$ cat config.mk
export PLATFORM = sky130hd
export DESIGN_NAME = pwm_duty_decoder
export DESIGN_NICKNAME = d
export VERILOG_FILES = /design/src/rtl/pwm_duty_decoder.sv
export SDC_FILE = /design/constraint.sdc
export NUM_CORES = 1
export LEC_CHECK = 0
export CAP_MARGIN = 20
export CELL_PAD_IN_SITES_DETAIL_PLACEMENT = 1
export CELL_PAD_IN_SITES_GLOBAL_PLACEMENT = 1
export CORE_MARGIN = 2
export CORE_UTILIZATION = 34
export CTS_CLUSTER_DIAMETER = 50
export DETAILED_ROUTE_END_ITERATION = 6
export DONT_BUFFER_PORTS = 1
export GPL_TIMING_DRIVEN = 0
export PLACE_DENSITY_LB_ADDON = 0.25
export SYNTH_ARGS = -nofsm -noshare
export SYNTH_HDL_FRONTEND = slang
export SYNTH_SLANG_ARGS = --single-unit
$ cat constraint.sdc
create_clock -name clk -period 5.4 [get_ports clk]
set_input_delay 1.35 -clock clk [delete_from_list [all_inputs] [get_ports clk]]
set_output_delay 1.35 -clock clk [all_outputs]
set_load 0.05 [all_outputs]
$ cat src/rtl/pwm_duty_decoder.sv
// PWM receive path: synchronises pwm_in, measures period and high time between rising edges,
// and converts them to an 8-bit duty code with an 8-cycle restoring divider.
module pwm_duty_decoder #(
    parameter int unsigned CNT_W       = 16,
    parameter int unsigned SYNC_STAGES = 2
) (
    input  logic             clk,
    input  logic             rst,
    input  logic             ena,
    input  logic             pwm_in,
    output logic [7:0]       duty_out,
    output logic             duty_valid,
    output logic [CNT_W-1:0] period_out,
    output logic [CNT_W-1:0] high_out,
    output logic             busy,
    output logic             overrun,
    output logic             stuck
);

    typedef enum logic [1:0] {
        IDLE    = 2'd0,
        MEASURE = 2'd1,
        DIVIDE  = 2'd2
    } state_t;

    // Timeout fires on the cycle the period count would step onto all-ones.
    localparam logic [CNT_W-1:0] TO_CNT = {{(CNT_W-1){1'b1}}, 1'b0};

    state_t                 state;
    logic [SYNC_STAGES-1:0] sync_q;
    logic                   level;
    logic                   level_d;
    logic                   rise;
    logic                   counting;
    logic                   timeout;
    logic                   to_level;
    logic                   pend_to;
    logic                   pend_lvl;
    logic [CNT_W-1:0]       per_cnt;
    logic [CNT_W-1:0]       hi_cnt;
    logic [CNT_W-1:0]       div_p;
    logic [CNT_W-1:0]       div_h;
    logic [CNT_W+7:0]       num;
    logic [CNT_W-1:0]       rem;
    logic [CNT_W:0]         trial;
    logic [CNT_W-1:0]       rem_next;
    logic                   take;
    logic [7:0]             num_lo;
    logic [7:0]             quo;
    logic [7:0]             quo_next;
    logic [2:0]             step;

    assign level    = sync_q[SYNC_STAGES-1];
    assign rise     = level & ~level_d;
    assign counting = (state != IDLE);
    assign timeout  = counting && !rise && (per_cnt == TO_CNT);
    assign to_level = pend_to ? pend_lvl : level;
    assign overrun  = ena && rise && (state == DIVIDE);

    // H*255 never exceeds 256*P, so the top CNT_W bits seed the remainder below P.
    assign num = ({8'd0, hi_cnt} << 8) - {8'd0, hi_cnt};

    always_comb begin
        trial    = {rem, num_lo[7]};
        take     = (trial >= {1'b0, div_p}) && (div_p != '0);
        rem_next = take ? CNT_W'(trial - {1'b0, div_p}) : trial[CNT_W-1:0];
        quo_next = {quo[6:0], take};
    end

    always_ff @(posedge clk) begin
        if (rst) begin
            sync_q     <= '0;
            level_d    <= 1'b0;
            state      <= IDLE;
            per_cnt    <= '0;
            hi_cnt     <= '0;
            div_p      <= '0;
            div_h      <= '0;
            rem        <= '0;
            num_lo     <= '0;
            quo        <= '0;
            step       <= '0;
            pend_to    <= 1'b0;
            pend_lvl   <= 1'b0;
            duty_out   <= '0;
            duty_valid <= 1'b0;
            period_out <= '0;
            high_out   <= '0;
            busy       <= 1'b0;
            stuck      <= 1'b0;
        end else begin
            sync_q     <= {sync_q[SYNC_STAGES-2:0], pwm_in};
            level_d    <= level;
            duty_valid <= 1'b0;
            if (!ena) begin
                state   <= IDLE;
                per_cnt <= '0;
                hi_cnt  <= '0;
                busy    <= 1'b0;
                pend_to <= 1'b0;
            end else begin
                if (rise) begin
                    per_cnt <= CNT_W'(1);
                    hi_cnt  <= CNT_W'(1);
                end else if (timeout) begin
                    per_cnt <= '0;
                    hi_cnt  <= '0;
                end else if (counting) begin
                    per_cnt <= per_cnt + CNT_W'(1);
                    hi_cnt  <= hi_cnt + CNT_W'(level);
                end

                case (state)
                    IDLE: begin
                        if (rise) state <= MEASURE;
                    end
                    MEASURE: begin
                        if (timeout || pend_to) begin
                            duty_out   <= {8{to_level}};
                            period_out <= '0;
                            high_out   <= '0;
                            duty_valid <= 1'b1;
                            stuck      <= 1'b1;
                        end
                        pend_to <= 1'b0;
                        if (rise) begin
                            div_p  <= per_cnt;
                            div_h  <= hi_cnt;
                            rem    <= num[CNT_W+7:8];
                            num_lo <= num[7:0];
                            quo    <= '0;
                            step   <= '0;
                            busy   <= 1'b1;
                            state  <= DIVIDE;
                        end
                    end
                    DIVIDE: begin
                        rem    <= rem_next;
                        num_lo <= {num_lo[6:0], 1'b0};
                        quo    <= quo_next;
                        step   <= step + 3'd1;
                        // A timeout during a divide is reported once the result is out.
                        if (timeout) begin
                            pend_to  <= 1'b1;
                            pend_lvl <= level;
                        end
                        if (step == 3'd7) begin
                            duty_out   <= quo_next;
                            period_out <= div_p;
                            high_out   <= div_h;
                            duty_valid <= 1'b1;
                            busy       <= 1'b0;
                            state      <= MEASURE;
                        end
                    end
                    default: state <= IDLE;
                endcase

                if (rise) stuck <= 1'b0;
            end
        end
    end

endmodule

-- Word-level counts from Yosys, hierarchy flattened
Index checks and enable logic that the tools add are counted.
W data, S select, Z words.
- bits in registers: 148
- latch bits: 0
- memory bits (writable): 0
- ROM bits: 0
- input bits: 4
- output and inout port bits: 44
- logic and storage cells: 102
- memories: 0
- add/subtract/negate cells: 5
- multipliers: 0
- div/mod/pow operators: 0
- magnitude comparators: 1
- equal/unequal tests: 9
- shift operators: 0
- multiplexer cells: 39
- bitwise logic cells: 3
- reduce and logical (&&, ||, !) cells: 24
- operators by type and width (kind ; count):
    $pmux W16 S2 ; 3
    $mux W16 ; 5
    $pmux W8 S2 ; 2
    $mux W8 ; 3
    $sub A24 B16 Y24 ; 1
    $reduce_and A3 Y1 ; 6
    $ge A17 B16 Y1 ; 1
    $add A16 B1 Y16 ; 1
    $add A16 B1 Y16 const B ; 1
    $eq A16 B16 Y1 const B ; 1
    $reduce_bool A16 Y1 ; 1
    $sub A16 B16 Y16 ; 1
    $mux W1 ; 15
    $pmux W7 S2 ; 1
    $ne A2 B2 Y1 const B ; 4
    $reduce_bool A2 Y1 ; 4
    $mux W7 ; 1
    $mux W2 ; 3
    $pmux W1 S2 ; 3
    $pmux W2 S3 ; 1
    $pmux W3 S2 ; 1
    $logic_and A1 B1 Y1 ; 5
    $reduce_and A4 Y1 ; 1
    $reduce_or A4 Y1 ; 1
    other kinds (14) ; 15

-- Depth between registers and ports, before layout
Gate-level depths: netlist (run 1).
- depth in word-level cells: 9
- depth in mapped cells: 10
- gate-level depth less buffers: 10

-- Worst setup path before layout (run 1)
Ideal clock, no wire load.
- path type: input to output
- start point: in ena
- end point: out overrun
- arrival: 2.075 ns
- slack: 1.975 ns
- stages on the path: 2
- buffers on the path: 1
- path through: clkbuf_1 and3_1
- longest elaborated chain between the ends: 2
- ends and longest elaborated chain (what ; RTL line ; source):
    start, declared ; 9 ; input logic ena,
    $logic_and A1 B1 Y1 (2 in series) ; 58 ; assign overrun = ena && rise && (state == DIVIDE);
    end, declared ; 16 ; output logic overrun,
Every way passes these cells.

-- Final worst setup path (run 1)
- start point: reg state[0]
- end point: out overrun
- longest elaborated chain between the ends: 2
- ends and longest elaborated chain (what ; RTL line ; source):
    start, declared ; 29 ; state_t state;
    start signal, assigned ; 74 ; state <= IDLE;
    start signal, assigned ; 96 ; state <= IDLE;
    start signal, assigned ; 115 ; if (rise) state <= MEASURE;
    $eq A2 B2 Y1 ; 58 ;
    $logic_and A1 B1 Y1 ; 58 ;
Every way passes these cells.

==> flow_metrics.py, run 1 <==
metrics = {
    "sta": {
        "hold_violations": 0,
        "finalCriticalPeriod_ns": 4.45,
        "max_slew_margin": 0.367,
        "skew_ns": 0.0138,
        "setup_viol": 0,
        "maxSlewViolCount": 0,
        "grt_setup_unrepaired": "no",
        "period_share": 0.824,
        "setup_ws_ns": 0.949,
        "timing.fmax_mhz": 225,
        "tns_ns": 0,
        "max_slew.worst_pin.slew_ns": 0.942,
    },
    "floorplan": {
        "coreArea_sq_um": 22400,
        "die_area_sq_um": 23800,
        "die_h_um": 154,
        "pin_count": 48,
        "num_rows": 55,
        "fp.dieW_um": 154,
        "start_util": 0.343,
    },
    "pwr": {
        "p_clk_frac": 0.494,
        "pwr-share-comb": 0.035,
        "p_int_mw": 1.73,
        "switchingPower_mw": 0.616,
        "swShare": 0.263,
        "cellLeakagePower_nw": 2.95,
        "power.density_nw_per_um2": 272,
        "pwr-share-seq": 0.471,
        "ir_drop_mv": 0.168,
    },
    "placed_design": {
        "hpwlAfterDp_um": 19600,
        "port_buffers": 0,
        "dpl_worst_slack_ns": 1.36,
        "gp_congestion": 0.868,
        "placedCellCount": 1258,
    },
    "clocking": {
        "ctsHtreeMaxLevel": 4,
        "post_cts_buffers": 0,
        "numCtsBuffers": 17,
        "clock-root-buffer": "clkbuf_16",
        "ctsResizeCount": 0,
        "clock_latency_ns": 0.44,
        "clock_path_buffers": 2,
        "clk_pin_slew_ns": 0.07,
        "cts_hold_buffers": 0,
        "numClockSinks": 148,
        "cts_tree": "built",
    },
    "yosys": {
        "synth.area.top_cells": "dfxtp_1 (39%), nand2_1 (7.3%), a21oi_1 (6.5%)",
        "ys_seq_area_frac": 0.385,
        "synth_edf_count": 0,
        "yosys.area.top_type": "dfxtp_1",
        "synth_nets": 1012,
        "synthCells": 973,
        "ys_top_cells_by_count": "nand2_1 (150), dfxtp_1 (148), a21oi_1 (100), nor2_1 (84), nand3_1 (67)",
        "ys_ff_latch": 148,
        "yosys_warnings": 0,
        "yosysMostFrequentCell": "nand2_1",
        "synth_top_area_share": 0.385,
        "syn_area_per_cell_sq_um": 7.90,
        "synth.distinct_cells": 62,
        "netlist_area_sq_um": 7690,
        "ys.flop_type": "dfxtp_1",
        "async_reset_ff_frac": 0,
    },
    "finish": {
        "stdcell_count": 1290,
        "drive_gt1_frac": 0.0527,
        "syn_to_final_growth_pct": 12.0,
        "diodes": 0,
        "final_nets": 1031,
    },
    "routing": {
        "wl_um": 25800,
        "drt-initial-drc-count": 313,
        "drt_pass1_iterations": 5,
        "vias_per_cell": 5.50,
        "drtAntennaViolNets": 0,
        "dr_total_vias": 7095,
        "drc": 0,
        "wl_per_cell_um": 20.0,
    },
    "global_route": {
        "grt_usage": 0.222,
        "grt_first_pass_wirelength_um": 40800,
        "gr-total-overflow": 0,
        "grt_pass1_vias": 7240,
        "antenna_found_initial": 0,
        "grt_start_max_net_pins": 17,
    },
    "critical_path": {
        "critical_path.max_fanout": 10,
        "critPathCaptureType": "output port",
        "required_ns": 4.05,
        "arrival_ns": 3.10,
        "critPathKind": "reg2out",
        "crit_path_start_kind": "register",
    },
    "outcome": {
        "status": "finished, final reports clean",
    },
    "hold_path": {
        "hold_class": "reg2reg",
    },
    "job": {
        "cap_violations": 0,
    },
}
layout make-up:
class,instances,area (sq um)
Inverter,37,139
Buffer,63,264
Clock inverter,15,141
Clock buffer,17,425
Tap cell,285,357
Multi-Input combinational cell,725,4320
Sequential cell,148,2960
Fill cell,2721,13800
state kept, by name, indices dropped and copies added (netlist names):
name	flops
level_d	1
per_cnt	16
pend_to	1
stuck	1
sync_q	2
pend_lvl	1
div_p	16
rem	16
high_out	16
num_lo	8
state	2
hi_cnt	16
step	3
duty_out	8
busy	1
period_out	16
div_h	16
quo	7
duty_valid	1
path summary, 6_finish.rpt:
check                                from         to  slack, ns  cells past startpoint
worst max-delay path             state[0]    overrun       0.95                      6
worst min-delay path            sync_q[0]  sync_q[1]       0.45                      1
worst max register to register   div_p[3]     rem[6]       2.05                     10
worst min register to register  sync_q[0]  sync_q[1]       0.45                      1
power groups by stage:
stage / Sequential [mW] / Clock [mW] / Combinational (mW)
after floorplan: 1.13 / 0 / 0.0537
after global placement: 1.13 / 0 / 0.0803
after detailed placement: 1.13 / 0 / 0.0811
after CTS: 1.10 / 1.18 / 0.0813
after global routing: 1.10 / 1.22 / 0.0895
final: 1.10 / 1.16 / 0.0814
routing by layer:
layer / vias to the layer above / GRT usage / part of all wire
li1: 3433 / - / -
met1: 3511 / 0.295 / 0.47
met2: 121 / 0.362 / 0.46
met3: 30 / 0.0471 / 0.043
met4: 0 / 0.0670 / 0.020
met5: - / 0 / 0
cell usage in the layout (no fill, tap or decap), types with 17 or more instances in the layout:
| cell type | count |
|---|---|
| a211oi_1 | 24 |
| a21oi_1 | 100 |
| clkbuf_1 | 51 |
| clkbuf_16 | 17 |
| dfxtp_1 | 148 |
| ha_1 | 34 |
| inv_1 | 37 |
| nand2_1 | 150 |
| nand3_1 | 67 |
| nor2_1 | 84 |
| nor3_1 | 24 |
| o21ai_0 | 25 |
| xnor2_1 | 38 |
| xor2_1 | 18 |
per-stage QoR:
stage               hold WS, ns  area [sq um]  utilization  total power, mW
finish                    0.454          8610        0.384             2.34
global route              0.461          8610        0.384             2.42
CTS                       0.455          8610        0.384             2.37
detailed placement        0.437          8050        0.359             1.21
global placement          0.440          8050        0.359             1.21
floorplan                 0.414          7690            -             1.18
worst max-delay path, cell delays in order, from the launching register on:
cell and delay (ns):
dfxtp_1 0.33, inv_1 0.09, ha_1 0.23, clkbuf_1 0.39
buf_1 0.67, buf_1 0.40, and3_1 0.56
cells by family (layout without fill, tap and decap cells):
group / Yosys count / after routing / synth area share
AOI/OAI and AO/OA: 223 / 223 / 0.183
xor gates and xnor gates: 56 / 56 / 0.0638
adders and majority gates: 35 / 35 / 0.0579
buffers and inverters: 100 / 132 / 0.0524
DFF: 148 / 148 / 0.385
muxes: 14 / 14 / 0.0184
and+or+nand+nor: 397 / 397 / 0.239
(Power assumes the default switching activity.)
==> run 2, diff against run 1 <==
- clock period: 5.4 -> 4.37 ns (I/O delays scaled with it)
==> run 2 against run 1 <==
Final cell count unchanged. Worst setup slack worse by 0.53 ns. Critical path depth unchanged. Utilization about the same. Critical endpoint unchanged.
==> flow_metrics.py, run 2 (synthesis gave the netlist of run 1 again) <==
metrics = {
    "sta": {
        "hold_violations": 0,
        "tns_ns": 0,
        "grt_setup_unrepaired": "no",
        "finalCriticalPeriod_ns": 3.95,
        "setup_viol": 0,
        "max_slew_margin": 0.368,
        "maxSlewViolCount": 0,
        "timing.fmax_mhz": 253,
        "period_share": 0.904,
        "skew_ns": 0.0137,
        "max_slew.worst_pin.slew_ns": 0.941,
    },
    "outcome": {
        "status": "finished, final reports clean",
    },
    "critical_path": {
        "critPathCaptureType": "output port",
        "r2r-start": "div_p[3]",
        "worstPathCellList": "inv_1, ha_1, clkbuf_1, clkbuf_2, buf_1, and3_1",
        "arrival_ns": 2.86,
        "worstReg2RegEnd": "rem[6]",
        "crit_family": "buffers and inverters",
        "rr_worst_depth": 10,
        "critPathKind": "reg2out",
        "slowest_stage": "and3_1",
        "worst-path-buf-inv": 4,
        "crit_path_start_kind": "register",
        "required_ns": 3.28,
        "reg2reg_slack_ns": 1.02,
        "critPathMaxStageDelay_ns": 0.56,
        "critical_path.max_fanout": 10,
    },
    "floorplan": {
        "fp.dieW_um": 154,
        "pin_count": 48,
        "start_util": 0.343,
        "num_rows": 55,
        "die_area_sq_um": 23800,
        "coreArea_sq_um": 22400,
        "die_h_um": 154,
    },
    "job": {
        "cap_violations": 0,
    },
    "global_route": {
        "met3_usage": 0.0471,
        "grt_use_met1": 0.295,
        "top_usage_layer": "met2",
        "antenna_found_initial": 0,
        "grt_first_pass_wirelength_um": 40800,
        "grt_pass1_vias": 7240,
        "grt_usage": 0.222,
        "grt_start_max_net_pins": 17,
        "use_met2": 0.362,
        "gr-total-overflow": 0,
    },
    "finish": {
        "drive_gt1_frac": 0.0537,
        "diodes": 0,
        "stdcell_area_sq_um": 8610,
        "final_common_cell": "nand2_1",
        "syn_to_final_growth_pct": 12.0,
        "post-route-util": 0.384,
        "fillerInstances": 2723,
        "stdcell_count": 1290,
        "final_nets": 1031,
        "layout_common_cells": "nand2_1 (150), dfxtp_1 (148), a21oi_1 (100), nor2_1 (84), nand3_1 (67)",
    },
    "pwr": {
        "switchingPower_mw": 0.766,
        "power_mw": 2.90,
        "pwr-share-seq": 0.470,
        "power.density_nw_per_um2": 337,
        "swShare": 0.264,
        "cellLeakagePower_nw": 2.95,
        "p_int_mw": 2.13,
        "pwr-share-comb": 0.035,
        "ir_drop_mv": 0.211,
        "p_clk_frac": 0.495,
    },
    "placed_design": {
        "gp_congestion": 0.868,
        "placedCellCount": 1258,
        "port_buffers": 0,
        "hpwlAfterDp_um": 19600,
        "placed_area_sq_um": 8050,
    },
    "hold_path": {
        "holdPathStages": 1,
        "hold_end": "sync_q[1]",
        "hold_class": "reg2reg",
        "hold_start": "sync_q[0]",
    },
    "routing": {
        "vias_per_cell": 5.50,
        "dr_total_vias": 7101,
        "wl_um": 25800,
        "wl_per_cell_um": 20.0,
        "drc": 0,
        "drt_pass1_iterations": 4,
        "drtAntennaViolNets": 0,
        "drt-initial-drc-count": 339,
    },
    "clocking": {
        "clock-root-buffer": "clkbuf_16",
        "clock_path_buffers": 2,
        "post_cts_buffers": 0,
        "numCtsBuffers": 17,
        "cts_tree": "built",
        "clk_pin_slew_ns": 0.07,
        "clock_latency_ns": 0.44,
        "ctsResizeCount": 0,
        "cts_hold_buffers": 0,
        "numClockSinks": 148,
        "ctsHtreeMaxLevel": 4,
    },
}
==> run 2: cell count changes in the layout (fill, tap and decap cells not counted) <==
| cell | previous run | this run |
|---|---|---|
| buf_1 | 4 | 3 |
| clkbuf_2 | 0 | 1 |
==> run 2: worst max-delay path by stage <==
stage	startpoint	endpoint	slack, ns	depth (start not counted)
2_1_floorplan	state[0]	overrun	1.40	6
3_3_place_gp	state[0]	overrun	0.64	6
3_5_place_dp	state[0]	overrun	0.58	6
4_1_cts	state[0]	overrun	0.12	6
5_1_grt	state[0]	overrun	0.28	6
6_report	state[0]	overrun	0.42	6
==> run 2: stage by stage <==
step	worst slack [ns]	hold WS (ns)
4_1_cts	0.119	0.455
3_3_place_gp	0.643	0.440
3_5_place_dp	0.584	0.437
2_1_floorplan	1.40	0.414
5_1_grt	0.282	0.461
6_report	0.419	0.453
==> run 2: worst register-to-register path, cell delays in order (launching register included) <==
cell and delay [ns]:
dfxtp_1 0.41, inv_1 0.12, ha_1 0.29, clkbuf_1 0.27, o2111ai_1 0.28, nor4bb_1 0.24, o211a_1 0.32, nor2_1 0.46
buf_2 0.42, mux2i_1 0.32, o21ai_0 0.11
==> run 2: area by class of cell <==
type,instances,area (sq um),share of cell area
buffer,63,265,0.0308
clock buffer,17,425,0.0494
inverter,37,139,0.0161
clock inverter,15,141,0.0164
sequential,148,2960,0.344
tap,285,357,0.0414
multi-input combinational,725,4320,0.502
==> run 2: routing by layer <==
layer,routed length (um),share of wire,up-vias
met5,0,0,-
met4,541,0.021,0
met3,944,0.037,34
met2,12000,0.47,114
met1,12300,0.48,3520
li1,-,-,3433
==> run 2: power groups by stage <==
stage | Combinational [mW] | Clock (mW) | Sequential (mW)
finish | 0.101 | 1.43 | 1.36
global route | 0.111 | 1.51 | 1.36
CTS | 0.100 | 1.46 | 1.36
detailed placement | 0.100 | 0 | 1.40
global placement | 0.0992 | 0 | 1.40
floorplan | 0.0663 | 0 | 1.39
